$ cat config.mk
export PLATFORM = sky130hd
export DESIGN_NAME = alu_sequencer
export DESIGN_NICKNAME = d
export VERILOG_FILES = /design/src/rtl/alu_sequencer.sv
export SDC_FILE = /design/constraint.sdc
export NUM_CORES = 1
export LEC_CHECK = 0
export ABC_AREA = 1
export CORE_ASPECT_RATIO = 0.6
export CORE_MARGIN = 4
export CORE_UTILIZATION = 28
export DETAILED_ROUTE_END_ITERATION = 8
export PLACE_DENSITY_LB_ADDON = 0.15
export SLEW_MARGIN = 20
export SYNTH_ARGS = -nofsm -noshare
export SYNTH_HDL_FRONTEND = slang
export SYNTH_SLANG_ARGS = --single-unit
$ cat constraint.sdc
create_clock -name clk_i -period 1.9 [get_ports clk_i]
set_clock_uncertainty 0.1 [all_clocks]
set_input_delay 0.19 -clock clk_i [delete_from_list [all_inputs] [get_ports clk_i]]
set_output_delay 0.19 -clock clk_i [all_outputs]
set_load 0.1 [all_outputs]
$ cat src/rtl/alu_sequencer.sv
// Sequences requests from two round-robin requesters onto a shared ALU.
// The sequencer holds the ALU operands for an opcode-dependent latency and returns the result with the requester ID.
module alu_sequencer #(
  parameter int unsigned BASIC_LAT  = 2,
  parameter int unsigned MULDIV_LAT = 4
) (
  input  logic        clk_i,
  input  logic        clear_ni,
  input  logic        req0_valid_i,
  output logic        req0_ready_o,
  input  logic [31:0] req0_a_i,
  input  logic [31:0] req0_b_i,
  input  logic [5:0]  req0_op_i,
  input  logic        req1_valid_i,
  output logic        req1_ready_o,
  input  logic [31:0] req1_a_i,
  input  logic [31:0] req1_b_i,
  input  logic [5:0]  req1_op_i,
  output logic [31:0] alu_a_o,
  output logic [31:0] alu_b_o,
  output logic [5:0]  alu_sel_o,
  input  logic [31:0] alu_low_i,
  input  logic [31:0] alu_high_i,
  output logic        rsp_valid_o,
  input  logic        rsp_ready_i,
  output logic        rsp_id_o,
  output logic [31:0] rsp_low_o,
  output logic [31:0] rsp_high_o,
  output logic        rsp_err_o,
  output logic        busy_o
);

  localparam logic [5:0] BasicCnt  = 6'(BASIC_LAT - 1);
  localparam logic [5:0] MulDivCnt = 6'(MULDIV_LAT - 1);
  localparam logic [5:0] OpDiv     = 6'd2;
  localparam logic [5:0] OpMul     = 6'd6;
  localparam logic [5:0] OpMax     = 6'd12;

  typedef enum logic [1:0] {StIdle, StExec, StResp} state_e;

  state_e      state_q, state_d;
  logic [5:0]  cnt_q, cnt_d;
  logic        last_grant_q, last_grant_d;
  logic [31:0] alu_a_q, alu_a_d, alu_b_q, alu_b_d;
  logic [5:0]  alu_sel_q, alu_sel_d;
  logic        rsp_id_q, rsp_id_d, rsp_err_q, rsp_err_d;
  logic [31:0] rsp_low_q, rsp_low_d, rsp_high_q, rsp_high_d;

  logic        any_req, gnt1, op_illegal;
  logic [31:0] sel_a, sel_b;
  logic [5:0]  sel_op, sel_cnt;

  // On a tie, req1 wins only when req0 was granted last.
  always_comb begin
    any_req    = req0_valid_i | req1_valid_i;
    gnt1       = req1_valid_i & (~req0_valid_i | ~last_grant_q);
    sel_a      = gnt1 ? req1_a_i : req0_a_i;
    sel_b      = gnt1 ? req1_b_i : req0_b_i;
    sel_op     = gnt1 ? req1_op_i : req0_op_i;
    op_illegal = sel_op > OpMax;
    sel_cnt    = (sel_op == OpDiv || sel_op == OpMul) ? MulDivCnt : BasicCnt;
  end

  always_ff @(posedge clk_i) begin
    if (!clear_ni) begin
      state_q      <= StIdle;
      cnt_q        <= '0;
      last_grant_q <= 1'b1;
      alu_a_q      <= '0;
      alu_b_q      <= '0;
      alu_sel_q    <= '0;
      rsp_id_q     <= 1'b0;
      rsp_err_q    <= 1'b0;
      rsp_low_q    <= '0;
      rsp_high_q   <= '0;
    end else begin
      state_q      <= state_d;
      cnt_q        <= cnt_d;
      last_grant_q <= last_grant_d;
      alu_a_q      <= alu_a_d;
      alu_b_q      <= alu_b_d;
      alu_sel_q    <= alu_sel_d;
      rsp_id_q     <= rsp_id_d;
      rsp_err_q    <= rsp_err_d;
      rsp_low_q    <= rsp_low_d;
      rsp_high_q   <= rsp_high_d;
    end
  end

  always_comb begin
    state_d      = state_q;
    cnt_d        = cnt_q;
    last_grant_d = last_grant_q;
    alu_a_d      = alu_a_q;
    alu_b_d      = alu_b_q;
    alu_sel_d    = alu_sel_q;
    rsp_id_d     = rsp_id_q;
    rsp_err_d    = rsp_err_q;
    rsp_low_d    = rsp_low_q;
    rsp_high_d   = rsp_high_q;
    unique case (state_q)
      StIdle: begin
        if (any_req) begin
          last_grant_d = gnt1;
          rsp_id_d     = gnt1;
          // Illegal opcodes never reach the ALU; they answer with an error at once.
          if (op_illegal) begin
            rsp_err_d  = 1'b1;
            rsp_low_d  = '0;
            rsp_high_d = '0;
            state_d    = StResp;
          end else begin
            alu_a_d   = sel_a;
            alu_b_d   = sel_b;
            alu_sel_d = sel_op;
            cnt_d     = sel_cnt;
            state_d   = StExec;
          end
        end
      end
      StExec: begin
        if (cnt_q == '0) begin
          rsp_low_d  = alu_low_i;
          rsp_high_d = alu_high_i;
          rsp_err_d  = 1'b0;
          state_d    = StResp;
        end else begin
          cnt_d = cnt_q - 6'd1;
        end
      end
      StResp: begin
        if (rsp_ready_i) state_d = StIdle;
      end
      default: state_d = StIdle;
    endcase
  end

  always_comb begin
    req0_ready_o = (state_q == StIdle) & req0_valid_i & ~gnt1;
    req1_ready_o = (state_q == StIdle) & gnt1;
    rsp_valid_o  = (state_q == StResp);
    busy_o       = (state_q != StIdle);
  end

  assign alu_a_o    = alu_a_q;
  assign alu_b_o    = alu_b_q;
  assign alu_sel_o  = alu_sel_q;
  assign rsp_id_o   = rsp_id_q;
  assign rsp_err_o  = rsp_err_q;
  assign rsp_low_o  = rsp_low_q;
  assign rsp_high_o = rsp_high_q;

endmodule

# [Word level (Yosys, flattened, before mapping)]
# Cells that the tools add are included.
[totals] mem_bits_rw=0 mem_bits_ro=0 elab_cells=65 latchBits=0 in_bits=209 mem_count=0 output_inout_bits=140 register_bits=145
[classes] n_mux=23 order_cmp=1 n_reduce_logical=10 n_mul=0 n_eq_ne=10 shift=0 n_bitwise=10 addsub=1 n_div=0
[ops] op="32-bit 2-to-1 mux" count=6
[ops] op="32-bit one-hot mux with 2 select lines" count=2
[ops] op="6-bit 2-to-1 mux" count=4
[ops] op="6-bit one-hot mux with 2 select lines" count=1
[ops] op="2-bit 2-to-1 mux" count=5
[ops] op="2-bit inequality test (second input constant)" count=5
[ops] op="4-bit AND reduction" count=2
[ops] op="6-bit by 2-bit == test with 1-bit output (second input constant)" count=1
[ops] op="6-bit by 3-bit == test with 1-bit output (second input constant)" count=1
[ops] op="6-bit by 4-bit > comparator with 1-bit output (second input constant)" count=1
[ops] op="6-bit logical NOT" count=1
[ops] op="2-bit one-hot mux with 3 select lines" count=1
[ops] op="3-bit AND reduction" count=2
[ops] op="6-bit by 1-bit subtractor with 6-bit output (second input constant)" count=1
[ops] op="1-bit bitwise AND" count=4
[ops] op="1-bit NOT" count=4
[ops] op="2-bit nonzero test" count=2
[ops] op="1-bit 2-to-1 mux" count=3
[ops] op="2-bit by 1-bit == test with 1-bit output (second input constant)" count=1
[ops] op="2-bit == test (second input constant)" count=1
[ops] op="2-bit logical NOT" count=1
[ops] op="2-bit by 1-bit inequality test with 1-bit output (second input constant)" count=1
[ops] op="1-bit OR" count=2
[ops] op="1-bit one-hot mux with 2 select lines" count=1
[ops] op="other kinds (2)" count=2

# [Logic depth before layout (Yosys ltp)]
# Gate-level depths: netlist of run 1.
[logic_depth] word_depth=10 ltp_mapped=13 depth_no_buf=12

# [Least setup slack after synthesis of run 1]
# Ideal clock, no wire load.
[synth_path] path_type="flip-flop to flip-flop" startpoint="register state_q[0]" endpoint="register rsp_id_q (netlist: rsp_id_o)" stages_incl_launch_ff=6 synth_period_minus_slack_ps=2971 setup_time_ps=70 path_slack_ps=-1071 n_path_buf=0 t_required_ps=1730 t_arrival_ps=2800 cell_sequence="dfxtp_1 > nor2_1 > inv_1 > nor2_1 > inv_1 > a21oi_1"
[synth_between] elab_chain_cells=2
[synth_lines] element="start, declared" line="41" text="state_e state_q, state_d;"
[synth_lines] element="start signal, assigned" line="66" text="state_q <= StIdle;"
[synth_lines] element="start signal, assigned" line="77" text="state_q <= state_d;"
[synth_lines] element="2-bit logical NOT" line="101" text="unique case (state_q)"
[synth_lines] element="2-bit AND reduction (no source line)"
[synth_lines] element="end signal, assigned" line="83" text="rsp_id_q <= rsp_id_d;"
[synth_lines] element="end, declared" line="46" text="logic rsp_id_q, rsp_id_d, rsp_err_q, rsp_err_d;"
# No other way between the ends.
# A chain may end at the register's enable or synchronous reset.

# [Worst setup path in the final report of run 1]
[layout_path] startpoint="register state_q[1]" endpoint="output port req1_ready_o"
[layout_between] elab_chain_cells=2
[layout_lines] element="2-bit logical NOT" line="140" text="req1_ready_o = (state_q == StIdle) & gnt1;"
[layout_lines] element="1-bit bitwise AND" line="140"
[layout_lines] element="end, declared" line="15" text="output logic req1_ready_o,"
# No other way between the ends.

==> metrics.csv, run 1 <==
stage;metric;value;unit
place;port_buffers;348;
grt;antenna_found_initial;0;
final_layout;num-nets-final;1634;
cts;clk_root_buffer_cell;clkbuf_16;
critical_path;endpoint_kind;primary output;
cts;clkTransAtPathRegs;0.06;ns
cts;ctsHoldBuffers;0;
cts;htree_levels;4;
worst_hold_path;min_path_type;primary input to flop;
worst_hold_path;min_from;clear_ni;
critical_path;arrival;1.55;ns
power_and_ir_drop;seq_power_share;26.1;%
die;die-height;127;um
logic_synthesis;syn_area;6660;um2
worst_hold_path;worstHoldPathCells;4;
timing;min_period_over_period;96.7;%
logic_synthesis;synth_seq_area_share;43.6;%
grt;grt_pass1_wl;37.7;mm
timing;worst_pin_slew;0.496;ns
final_layout;final_cells;1751;
final_layout;layout-area-overhead-vs-synth;71.0;%
timing;setup_violations;0;
detailed_routing;via_count;7542;
detailed_routing;avgRoutedWirePerCell;14.7;um
final_layout;drive_gt1_share;18.0;%
logic_synthesis;syn-instance-count;1058;
critical_path;worstSetupPathType;flop to primary output;
die;core;23200;um2
place;dp_cells;1701;
detailed_routing;drcViolationCount;0;
logic_synthesis;ys_warn_count;0;
logic_synthesis;synth_cell_types;24;
detailed_routing;drt-total-wl;25.7;mm
logic_synthesis;synth_edf_count;0;
outcome;status;complete, no violations;
detailed_routing;drtAntennaViolNets;0;
detailed_routing;drtPass1Iterations;5;
logic_synthesis;synthFlopType;dfxtp_1;
timing;hold_viol;0;
timing;max_freq;544;MHz
power_and_ir_drop;p_switching;6590;uW
logic_synthesis;ys_async_sr_fraction;0;%
final_layout;utilization;49.0;%
final_layout;fillers;2383;
cts;cts_tree;built;
critical_path;reg2reg_depth;12;
place;gp_congestion;0.802;
critical_path;rr_endpoint;rsp_low_o[21]$_SDFFE_PN0P_;
final_layout;antenna_cells;0;
die;rows;43;
critical_path;critPathLaunchType;flop;
logic_synthesis;avgSynthCellArea;6.29;um2
place;dpl_cell_area;10400;um2
grt;grt_pass1_vias;6961;
detailed_routing;routed_via_density;4.31;
power_and_ir_drop;switching_share;45.8;%
die;die_x;207;um
timing;finalMaxSlewViolations;0;
cts;clk_latency;0.42;ns
job;drv_cap;0;
logic_synthesis;synth_nets;1269;
critical_path;cp_max_fo;5;
critical_path;worstPathRequired;1.61;ns
power_and_ir_drop;clkPwrFrac;25.0;%
power_and_ir_drop;p_comb_share;49.0;%
power_and_ir_drop;finalPower;14400;uW
cts;cts_buffer_depth;2;
grt;grt.overflow.total;0;
power_and_ir_drop;internal-power;7800;uW
die;ios;349;
worst_hold_path;whs_endpoint;rsp_low_o[10]$_SDFFE_PN0P_;
cts;cts_buffers;17;
die;start_util;28.6;%
timing;max_slew_margin;67.0;%
logic_synthesis;yosys_register_bits;145;
power_and_ir_drop;peakVddDrop;0.619;mV
die;fp.dieArea;26400;um2
critical_path;rr_startpoint;last_grant_q$_SDFFE_PN1P_;
grt;groute.usage.overall;17.7;%
detailed_routing;drt_iter0_drc;367;
final_layout;final_cell_area;11400;um2
cts;numClockSinks;145;
grt;grt_start_max_net_pins;69;
timing;period_needed;1.84;ns
place;place_hpwl;17.5;mm
power_and_ir_drop;p_leak;0.00536;uW
power_and_ir_drop;power_density;1260;nW/um2
critical_path;reg2reg_slack;0.10;ns
## critical path, cell delays in order (launching register included)
cell	delay, ns
dfxtp_1	0.36
nor2_4	0.24
clkinvlp_4	0.17
nor2_4	0.15
buf_12	0.19
## cell families after synthesis
group                      count (synthesis)  share of synthesized area [%]
DFF                                      145                           43.6
AOI/OAI and AO/OA                        135                           10.1
and+or+nand+nor                          618                           36.0
buffers and inverters                    158                           9.92
adders and majority gates                  2                          0.376
## placed cells by master, fill, tap and decap left out, types with 4 or more instances in the layout
master / Yosys / layout
buf_6: 4 / 5
clkbuf_1: 35 / 4
a21oi_1: 100 / 94
nor2_1: 157 / 153
o21ai_1: 1 / 20
o21ai_0: 34 / 12
bufinv_16: 0 / 4
nand3_1: 14 / 14
buf_4: 4 / 174
nor2_4: 1 / 4
a21oi_2: 0 / 6
dfxtp_1: 145 / 143
buf_12: 0 / 14
inv_1: 92 / 89
nand3b_1: 4 / 4
clkdlybuf4s50_1: 0 / 206
nand2_4: 1 / 5
clkbuf_16: 0 / 22
nand2_1: 431 / 429
## sequential cells by signal, summed over array words and instances, names as in the netlist
name	flops
alu_a_o	32
alu_b_o	32
alu_sel_o	6
cnt_q	6
last_grant_q	1
rsp_err_o	1
rsp_high_o	32
rsp_id_o	1
rsp_low_o	32
state_q	2
## layout make-up
class	count	area [um2]	share of cell area [%]
clock buffer	23	468	4.11
clock inverter	9	155	1.36
inverter	95	365	3.21
multi-input combinational	757	3210	28.2
sequential	145	2910	25.5
tap	315	394	3.46
timing repair buffer	407	3880	34.1
## worst max path at each step
stage	cells past startpoint	end	startpoint	slack, ns
3_3_place_gp	9	alu_a_o[30]$_SDFFE_PN0P_	req0_valid_i	-0.35
6_report	4	req1_ready_o	state_q[1]$_SDFFE_PN0P_	0.06
3_5_place_dp	9	alu_a_o[30]$_SDFFE_PN0P_	req0_valid_i	-0.37
5_1_grt	12	alu_a_o[20]$_SDFFE_PN0P_	last_grant_q$_SDFFE_PN1P_	-0.02
2_1_floorplan	5	rsp_id_o$_SDFFE_PN0P_	state_q[0]$_SDFFE_PN0P_	-0.11
4_1_cts	9	rsp_low_o[3]$_SDFFE_PN0P_	cnt_q[1]$_SDFFE_PN0P_	0.03
## synth_stat cells (2+ instances only)
cell type / count / area share, %
a21oi_1: 100 / 7.5
buf_1: 2 / 0.11
buf_2: 18 / 1.4
buf_4: 4 / 0.45
buf_6: 4 / 0.68
clkbuf_1: 35 / 2.0
dfxtp_1: 145 / 44
ha_1: 2 / 0.38
inv_1: 92 / 5.2
inv_2: 2 / 0.11
nand2_1: 431 / 24
nand2_2: 2 / 0.19
nand3_1: 14 / 1.1
nand3b_1: 4 / 0.45
nand4_1: 3 / 0.28
nor2_1: 157 / 8.9
nor3_1: 2 / 0.15
o21ai_0: 34 / 2.6
or2_2: 2 / 0.19
## power groups by stage
stage | registers [uW] | logic (uW) | clock network [uW]
CTS | 3750 | 6740 | 3690
finish | 3750 | 7040 | 3590
global placement | 3800 | 6650 | 0
global route | 3810 | 7450 | 3840
detailed placement | 3820 | 6670 | 0
floorplan | 6770 | 1840 | 0
## per-stage QoR
step / setup TNS [ns] / hold WS [ns] / setup WS, ns
floorplan: -0.269 / 0.229 / -0.105
global placement: -36.14 / 0.345 / -0.353
detailed placement: -39.68 / 0.350 / -0.373
CTS: 0 / 0.203 / 0.0270
global route: -0.211 / 0.235 / -0.0221
finish: 0 / 0.236 / 0.0630
## repair_timing
item,4_1_cts,5_1_grt
cloned,1,9
pin swaps,1,6
endpoints found under the setup margin,20,138
resized for setup,9,47
buffers inserted,1,7
## layer usage
metal  vias to the layer above  share of wire [%]  GRT usage (%)
li1                       3951                  -              -
met1                      3358                 46           23.5
met2                       212                 45           27.7
met3                        21                7.5           6.45
met4                         0                1.2           4.08
met5                         -                  0              0
Note: power is estimated with default switching activity, not from simulation.
==> run 2, diff against run 1 <==
SLEW_MARGIN = unset   (was 20)
==> results of run 2 <==
No change in the layout: final DEF, timing and power equal those of run 1.
